`config.mk`:
```
export PLATFORM = sky130hd
export DESIGN_NAME = pcie_tx_arbiter
export DESIGN_NICKNAME = d
export VERILOG_FILES = /design/src/rtl/pcie_tx_arbiter.sv
export SDC_FILE = /design/constraint.sdc
export NUM_CORES = 1
export LEC_CHECK = 0
export ABC_CLOCK_PERIOD_IN_PS = 3080
export BUFFER_PORTS_ARGS = -buffer_cell sky130_fd_sc_hd__buf_2
export CELL_PAD_IN_SITES_DETAIL_PLACEMENT = 1
export CELL_PAD_IN_SITES_GLOBAL_PLACEMENT = 1
export CORE_ASPECT_RATIO = 0.9
export CORE_UTILIZATION = 29
export CTS_BUF_LIST = sky130_fd_sc_hd__clkbuf_4
export DETAILED_ROUTE_END_ITERATION = 6
export PLACE_DENSITY_LB_ADDON = 0.1
export SLEW_MARGIN = 10
export SYNTH_ARGS = -nofsm -noshare
export SYNTH_HDL_FRONTEND = slang
export SYNTH_SLANG_ARGS = --single-unit
```
`constraint.sdc`:
```
create_clock -name CLK -period 3.08 [get_ports CLK]
set_input_delay 0.308 -clock CLK [delete_from_list [all_inputs] [get_ports CLK]]
set_output_delay 0.308 -clock CLK [all_outputs]
set_load 0.1 [all_outputs]
```
`src/rtl/pcie_tx_arbiter.sv`:
```
// Packet-granular round-robin arbiter sharing the PCIe TX LocalLink port between
// the completion generator (IN0) and the request generator (IN1), with a source-stall watchdog.
module pcie_tx_arbiter #(
    parameter int TIMEOUT   = 256,
    parameter int CNT_WIDTH = 16
) (
    input  logic                 CLK,
    input  logic                 RESET,
    input  logic                 IN0_SOF_N,
    input  logic                 IN0_EOF_N,
    input  logic [63:0]          IN0_DATA,
    input  logic [7:0]           IN0_REM_N,
    input  logic                 IN0_SRC_RDY_N,
    output logic                 IN0_DST_RDY_N,
    input  logic [1:0]           IN0_TYPE,
    output logic                 IN0_DSC_N,
    input  logic                 IN1_SOF_N,
    input  logic                 IN1_EOF_N,
    input  logic [63:0]          IN1_DATA,
    input  logic [7:0]           IN1_REM_N,
    input  logic                 IN1_SRC_RDY_N,
    output logic                 IN1_DST_RDY_N,
    input  logic [1:0]           IN1_TYPE,
    output logic                 IN1_DSC_N,
    output logic                 TX_SOF_N,
    output logic                 TX_EOF_N,
    output logic [63:0]          TX_DATA,
    output logic [7:0]           TX_REM_N,
    output logic                 TX_SRC_RDY_N,
    output logic                 TX_SRC_DCS_N,
    input  logic                 TX_DST_RDY_N,
    input  logic                 TX_DST_DCS_N,
    input  logic [2:0]           TX_BUF_AV,
    output logic [CNT_WIDTH-1:0] PKT_CNT0,
    output logic [CNT_WIDTH-1:0] PKT_CNT1
);

    typedef enum logic [1:0] {
        IDLE = 2'b00,
        GNT0 = 2'b01,
        GNT1 = 2'b10
    } state_t;

    localparam logic [15:0] STALL_LIMIT = 16'(TIMEOUT - 1);

    state_t      state;
    state_t      state_next;
    logic        rr;
    logic        rr_next;
    logic [15:0] stall;
    logic [15:0] stall_next;
    logic        started;
    logic        started_next;
    logic        wd_fire;
    logic        wd_fire_next;
    logic        cnt_inc0;
    logic        cnt_inc1;

    logic        elig0;
    logic        elig1;
    logic        granted;
    logic        g_sof_n;
    logic        g_eof_n;
    logic [63:0] g_data;
    logic [7:0]  g_rem_n;
    logic        g_src_rdy_n;
    logic        core_dcs;
    logic        abort;
    logic        xfer;

    // TX_BUF_AV bit order is non-posted, posted, completion; class 11 rides as non-posted.
    function automatic logic buf_ok(input logic [1:0] tlp_type, input logic [2:0] buf_av);
        logic ok;
        case (tlp_type)
            2'b00:   ok = buf_av[1];
            2'b01:   ok = buf_av[0];
            2'b10:   ok = buf_av[2];
            default: ok = buf_av[0];
        endcase
        return ok;
    endfunction

    // Eligibility and the granted-source view shared by control and output logic.
    always_comb begin
        elig0   = !IN0_SRC_RDY_N && !IN0_SOF_N && buf_ok(IN0_TYPE, TX_BUF_AV);
        elig1   = !IN1_SRC_RDY_N && !IN1_SOF_N && buf_ok(IN1_TYPE, TX_BUF_AV);
        granted = (state == GNT0) || (state == GNT1);
        if (state == GNT1) begin
            g_sof_n     = IN1_SOF_N;
            g_eof_n     = IN1_EOF_N;
            g_data      = IN1_DATA;
            g_rem_n     = IN1_REM_N;
            g_src_rdy_n = IN1_SRC_RDY_N;
        end else begin
            g_sof_n     = IN0_SOF_N;
            g_eof_n     = IN0_EOF_N;
            g_data      = IN0_DATA;
            g_rem_n     = IN0_REM_N;
            g_src_rdy_n = IN0_SRC_RDY_N;
        end
        core_dcs = granted && !TX_DST_DCS_N;
        abort    = wd_fire || core_dcs;
        xfer     = granted && !wd_fire && !g_src_rdy_n && !TX_DST_RDY_N;
    end

    // Next-state, round-robin pointer, stall watchdog and counter enables.
    always_comb begin
        state_next   = state;
        rr_next      = rr;
        stall_next   = stall;
        started_next = started;
        wd_fire_next = 1'b0;
        cnt_inc0     = 1'b0;
        cnt_inc1     = 1'b0;
        case (state)
            IDLE: begin
                stall_next   = 16'd0;
                started_next = 1'b0;
                if (elig0 && (!elig1 || !rr)) begin
                    state_next = GNT0;
                    rr_next    = 1'b1;
                end else if (elig1) begin
                    state_next = GNT1;
                    rr_next    = 1'b0;
                end else begin
                    state_next = IDLE;
                end
            end
            GNT0, GNT1: begin
                // Discontinue of either origin beats a coincident EOF transfer.
                if (abort) begin
                    state_next = IDLE;
                end else if (xfer && !g_eof_n) begin
                    state_next = IDLE;
                    cnt_inc0   = (state == GNT0);
                    cnt_inc1   = (state == GNT1);
                end else begin
                    if (xfer) begin
                        started_next = 1'b1;
                    end else begin
                        started_next = started;
                    end
                    if (!g_src_rdy_n) begin
                        stall_next = 16'd0;
                    end else if (started) begin
                        stall_next   = stall + 16'd1;
                        wd_fire_next = (stall_next == STALL_LIMIT);
                    end else begin
                        stall_next = 16'd0;
                    end
                end
            end
            default: state_next = IDLE;
        endcase
    end

    // Zero-latency TX mux; RESET forces idle values combinationally so a mid-packet reset is immediate.
    always_comb begin
        TX_SOF_N      = 1'b1;
        TX_EOF_N      = 1'b1;
        TX_DATA       = 64'd0;
        TX_REM_N      = 8'd0;
        TX_SRC_RDY_N  = 1'b1;
        TX_SRC_DCS_N  = 1'b1;
        IN0_DST_RDY_N = 1'b1;
        IN1_DST_RDY_N = 1'b1;
        IN0_DSC_N     = 1'b1;
        IN1_DSC_N     = 1'b1;
        if (RESET) begin
            TX_SRC_RDY_N = 1'b1;
        end else begin
            case (state)
                GNT0: begin
                    TX_SOF_N      = g_sof_n;
                    TX_EOF_N      = g_eof_n;
                    TX_DATA       = g_data;
                    TX_REM_N      = g_rem_n;
                    TX_SRC_RDY_N  = g_src_rdy_n | wd_fire;
                    TX_SRC_DCS_N  = !wd_fire;
                    IN0_DST_RDY_N = TX_DST_RDY_N;
                    IN0_DSC_N     = !abort;
                end
                GNT1: begin
                    TX_SOF_N      = g_sof_n;
                    TX_EOF_N      = g_eof_n;
                    TX_DATA       = g_data;
                    TX_REM_N      = g_rem_n;
                    TX_SRC_RDY_N  = g_src_rdy_n | wd_fire;
                    TX_SRC_DCS_N  = !wd_fire;
                    IN1_DST_RDY_N = TX_DST_RDY_N;
                    IN1_DSC_N     = !abort;
                end
                default: TX_SRC_RDY_N = 1'b1;
            endcase
        end
    end

    // State, pointer, watchdog and packet counter registers.
    always_ff @(posedge CLK) begin
        if (RESET) begin
            state    <= IDLE;
            rr       <= 1'b0;
            stall    <= 16'd0;
            started  <= 1'b0;
            wd_fire  <= 1'b0;
            PKT_CNT0 <= {CNT_WIDTH{1'b0}};
            PKT_CNT1 <= {CNT_WIDTH{1'b0}};
        end else begin
            state   <= state_next;
            rr      <= rr_next;
            stall   <= stall_next;
            started <= started_next;
            wd_fire <= wd_fire_next;
            if (cnt_inc0) begin
                PKT_CNT0 <= PKT_CNT0 + CNT_WIDTH'(1);
            end
            if (cnt_inc1) begin
                PKT_CNT1 <= PKT_CNT1 + CNT_WIDTH'(1);
            end
        end
    end

endmodule

```
== Yosys cells after proc, flatten, opt, wreduce, memory -nomap -nowiden ==
Index checks and enable logic that the tools add are counted.
W data, S select, Z words.
Word-level totals
  flip-flop bits (word level): 53
  input port bits: 161
  output and inout bits: 112
  word-level logic and storage cells: 107
Cells by class
  add/sub/neg operators: 3
  eq/ne operators: 9
  mux-type cells: 49
  bitwise gates (word level): 4
  reduce and logical (&&, ||, !) cells: 35
Operators by type and width (number)
  $mux W64: 3
  $mux W16: 4
  $add A16 B1 Y16 const B: 3
  $pmux W16 S2: 1
  $mux W1: 30
  $mux W8: 3
  $eq A16 B8 Y1 const B: 1
  $logic_not A1 Y1: 12
  $logic_and A1 B1 Y1: 10
  $mux W2: 4
  $eq A2 B2 Y1 const B: 3
  $logic_not A2 Y1: 3
  $pmux W1 S2: 3
  $reduce_or A6 Y1: 1
  $ne A2 B2 Y1 const B: 2
  $pmux W2 S2: 1
  $reduce_and A4 Y1: 1
  $reduce_bool A2 Y1: 2
  $logic_or A1 B1 Y1: 3
  $ne A3 B1 Y1 const B: 1
  $not A1 Y1: 3
  $reduce_and A3 Y1: 1
  $eq A2 B1 Y1 const B: 1
  $ne A2 B1 Y1 const B: 1
  other kinds (3): 3

== Depth between registers and ports, before layout ==
  word-level depth: 9
  depth in mapped cells: 10
  gate-level depth less buffers: 7

== Least setup slack after synthesis ==
OpenSTA, ideal clock, no wires.
  path type: reg-to-output
  from: register state[0]
  to: output port TX_DATA[16]
  arrival time: 2.909 ns
  data required time: 2.772 ns
  setup slack: -0.137 ns
  cell stages (with the launch flop): 8
  path buffers: 3
  path through: dfxtp_1 > inv_1 > ha_1 > buf_6 > clkbuf_1 > buf_1 > mux2i_1 > nor2_1
On the way
  longest elaborated chain between the ends: 4
  elaborated cells on any way between the ends: 6
  classes of those cells: 2 x eq/ne; 3 x mux; 1 x reduce/logical
Ends and longest elaborated chain
  start: declaration: RTL line 46  | state_t state;
  start signal: assignment: RTL line 209  | state <= state_next;
  $eq A2 B2 Y1 or $eq A2 B1 Y1 (tied branches): RTL line 88, 172
  $mux W64 or $reduce_or A2 Y1 (tied branches)
  $mux W64 (*): RTL line 172  | case (state)
  $mux W64 (*): RTL line 169  | if (RESET) begin
  end: declaration: RTL line 27  | output logic [63:0] TX_DATA,
Every way passes the cells marked *; elsewhere a longest branch is shown, timed or not.

== Worst setup path in the final report ==
  from: register state[0]
  to: output port TX_DATA[12]
Same word-level chain as after synthesis.

==> results.cfg <==
[routing]
post_drt_via_cell_ratio = 5.15
wl_per_cell_um = 19.1
wl_mm = 18.8
initialDrtViolationCount = 339
drt_pre_antenna_iters = 4
drc_errors = 0
vias = 5091
ant_nets = 0

[clock_network]
cts_tree = yes
ctsHoldBuffers = 0
worst_setup_hold_path_clk_slew_ns = 0.17
clock-sinks = 53
clockBufferDepth = 2
cts_inserted_buffers = 5
insertion_delay_ns = 0.40
clk_root_buffer_cell = sky130_fd_sc_hd__clkbuf_4
h-tree-depth = 2
postCtsSetupBuffers = 0
postCtsResizedCells = 0

[timing]
report.final.hold_viol_count = 0
fin_hold_ws_ns = 0.333
finalSetupViolations = 0
setup_tns_ns = 0
max_clock_freq_ghz = 0.345
post_layout_min_period_ns = 2.90
setup_repair_after_global_routing_missed_its_margin = no
final_max_slew_viol_count = 0
timing.max_slew.rel_slack_pct = 40.7
final.period_utilization_pct = 94.2
timing.clock.skew_ns = 0.0317
worst_slew_pin_slew_ns = 0.888

[die]
fp.dieW_um = 127
ios = 273
die-area_mm2 = 0.0146
floorplan.core_area_mm2 = 0.0136
placementRows = 40
die_h_um = 115
initial_cell_density_of_the_core_pct = 30.1

[placed_design]
routabilityCongestion = 0.797
hpwl_mm = 15.3
port-buffer-count = 272
place.detailed.instances = 977

[worst_setup_path]
cp_data_arrival_time_ns = 2.59
critical_path.cell_chain = inv_1 -> ha_4 -> buf_12 -> mux2i_1 -> nor2_1 -> buf_2
crit_type = flip-flop to output port
cp_num_buf_inv = 3
cell_type_of_the_slowest_stage_on_the_worst_timing_path = sky130_fd_sc_hd__mux2i_1
cp_slowest_stage_delay_ns = 0.59
cp_max_fanout = 73
critical_path.top_delay_family = buffers and inverters
worst-endpoint-required_ns = 2.77
setup.worst_path.end_class = output port
worst_setup_path_start_kind = flip-flop

[yosys]
synth.top_cells.by_area = sky130_fd_sc_hd__dfxtp_1, sky130_fd_sc_hd__mux2i_1, sky130_fd_sc_hd__nor2_1, sky130_fd_sc_hd__a21oi_1, sky130_fd_sc_hd__xnor2_1
synth_area_per_cell_um2 = 7.54
postSynthRegisterBits = 53
synthDominantCellAreaShare_pct = 26.0
net_count_after_synthesis = 711
synth_cell_type_count = 52
synth_ff_type = sky130_fd_sc_hd__dfxtp_1
postSynth.asyncResetShare_pct = 0
yosysWarningCount = 0
mappedNetlistArea_mm2 = 0.00409
netlist.top_cell.by_area = sky130_fd_sc_hd__dfxtp_1
number_of_enable_type_register_cells_in_the_synthesized_netlist = 0
postSynthCellCount = 542
proportion_of_synthesized_chip_area_in_sequential_cells_pct = 26.0

[power_and_ir_drop]
power_density_mw_per_mm2 = 264
totalPowerFinal_mw = 1.54
max-vdd-ir-drop_v = 0.000138
power_leakage_nw = 2.41

[global_routing]
grt_pass1_wl_mm = 27.5
globalRoute.totalOverflow = 0
grt_util_all_layers_pct = 24.7
antenna_found_initial = 6
number_of_global_route_vias_before_repair = 5036
grt_max_degree = 74

[min_path]
hold_class = input pin to flip-flop

[job]
drv.max_cap_violation_count = 0

[cells_and_area]
mostFrequentLayoutCells = sky130_fd_sc_hd__buf_2, sky130_fd_sc_hd__mux2i_1, sky130_fd_sc_hd__nor2_1
instances_no_fill = 988
share_of_post_route_cells_with_drive_strength_above_1_pct = 43.4
finalCoreUtilization_pct = 43.1
fin_nets = 965
layout_commonest_cell = sky130_fd_sc_hd__buf_2
areaGrowthSynthToFinish_pct = 43.1

[run_status]
run_status = finished, final reports clean
## metal layers
metal  GRT usage [%]  up-vias  wire length [um]
met3            6.59       35              1260
met1            29.5     2433              7590
met5               0        -                41
li1                -     2468                 -
met2            42.9      149              9410
met4            8.10        6               538
## path summary, 6_finish.rpt
check        slack [ns]          end  startpoint  depth (start not counted)
max reg2reg        0.29     stall[6]    state[1]                          7
min reg2reg        0.51     state[0]    state[0]                          2
min                0.33  PKT_CNT1[1]   IN1_EOF_N                          4
max                0.18  TX_DATA[12]    state[0]                          6
## flip-flops by register name (all words and copies together), names as in the netlist
name	cells
wd_fire	1
state	2
PKT_CNT0	16
rr	1
PKT_CNT1	16
stall	16
started	1
## cells in the mapped netlist (all sizes together), types with 9 or more instances
cell type  count
o21ai         12
nor3          14
or3           10
inv           12
dfxtp         53
clkbuf        27
xnor2         17
nor4           9
nand3         23
nand4         13
nand2         37
mux2i         77
a21oi         31
nor2         112
## area by class of cell
| type | instances | area, um2 |
|---|---|---|
| clock buffer | 5 | 37.5 |
| sequential | 53 | 1060 |
| fill | 1768 | 7720 |
| tap | 189 | 236 |
| multi-input combinational | 444 | 2990 |
| inverter | 12 | 45.0 |
| timing repair buffer | 280 | 1450 |
| clock inverter | 3 | 16.3 |
| antenna | 2 | 5.00 |
## kinds of logic after synthesis
family	after synthesis	synth area share, %
mux	80	19.8
flops	53	26.0
simple gates	254	30.5
xor+xnor	20	4.29
buf+inv	46	4.44
fa+ha+maj	8	2.45
compound gates	81	12.5
## report_power, final
group          switching [mW]  internal (mW)
Clock                   0.252         0.0876
Combinational           0.357          0.156
Sequential            0.00202          0.688
Total                   0.612          0.932
## metrics by stage
stage	instance area, um2	setup slack, ns
floorplan	4200	0.169
global placement	5770	0.622
detailed placement	5770	0.503
CTS	5820	0.0759
global route	5840	0.00417
finish	5850	0.177
## tightest hold or removal path: cells and delay by family
kind / cells / cell delay (ns)
compound gates: 1 / 0.05
simple gates: 2 / 0.16
buf+inv: 1 / 0.18
(Power assumes the default switching activity.)
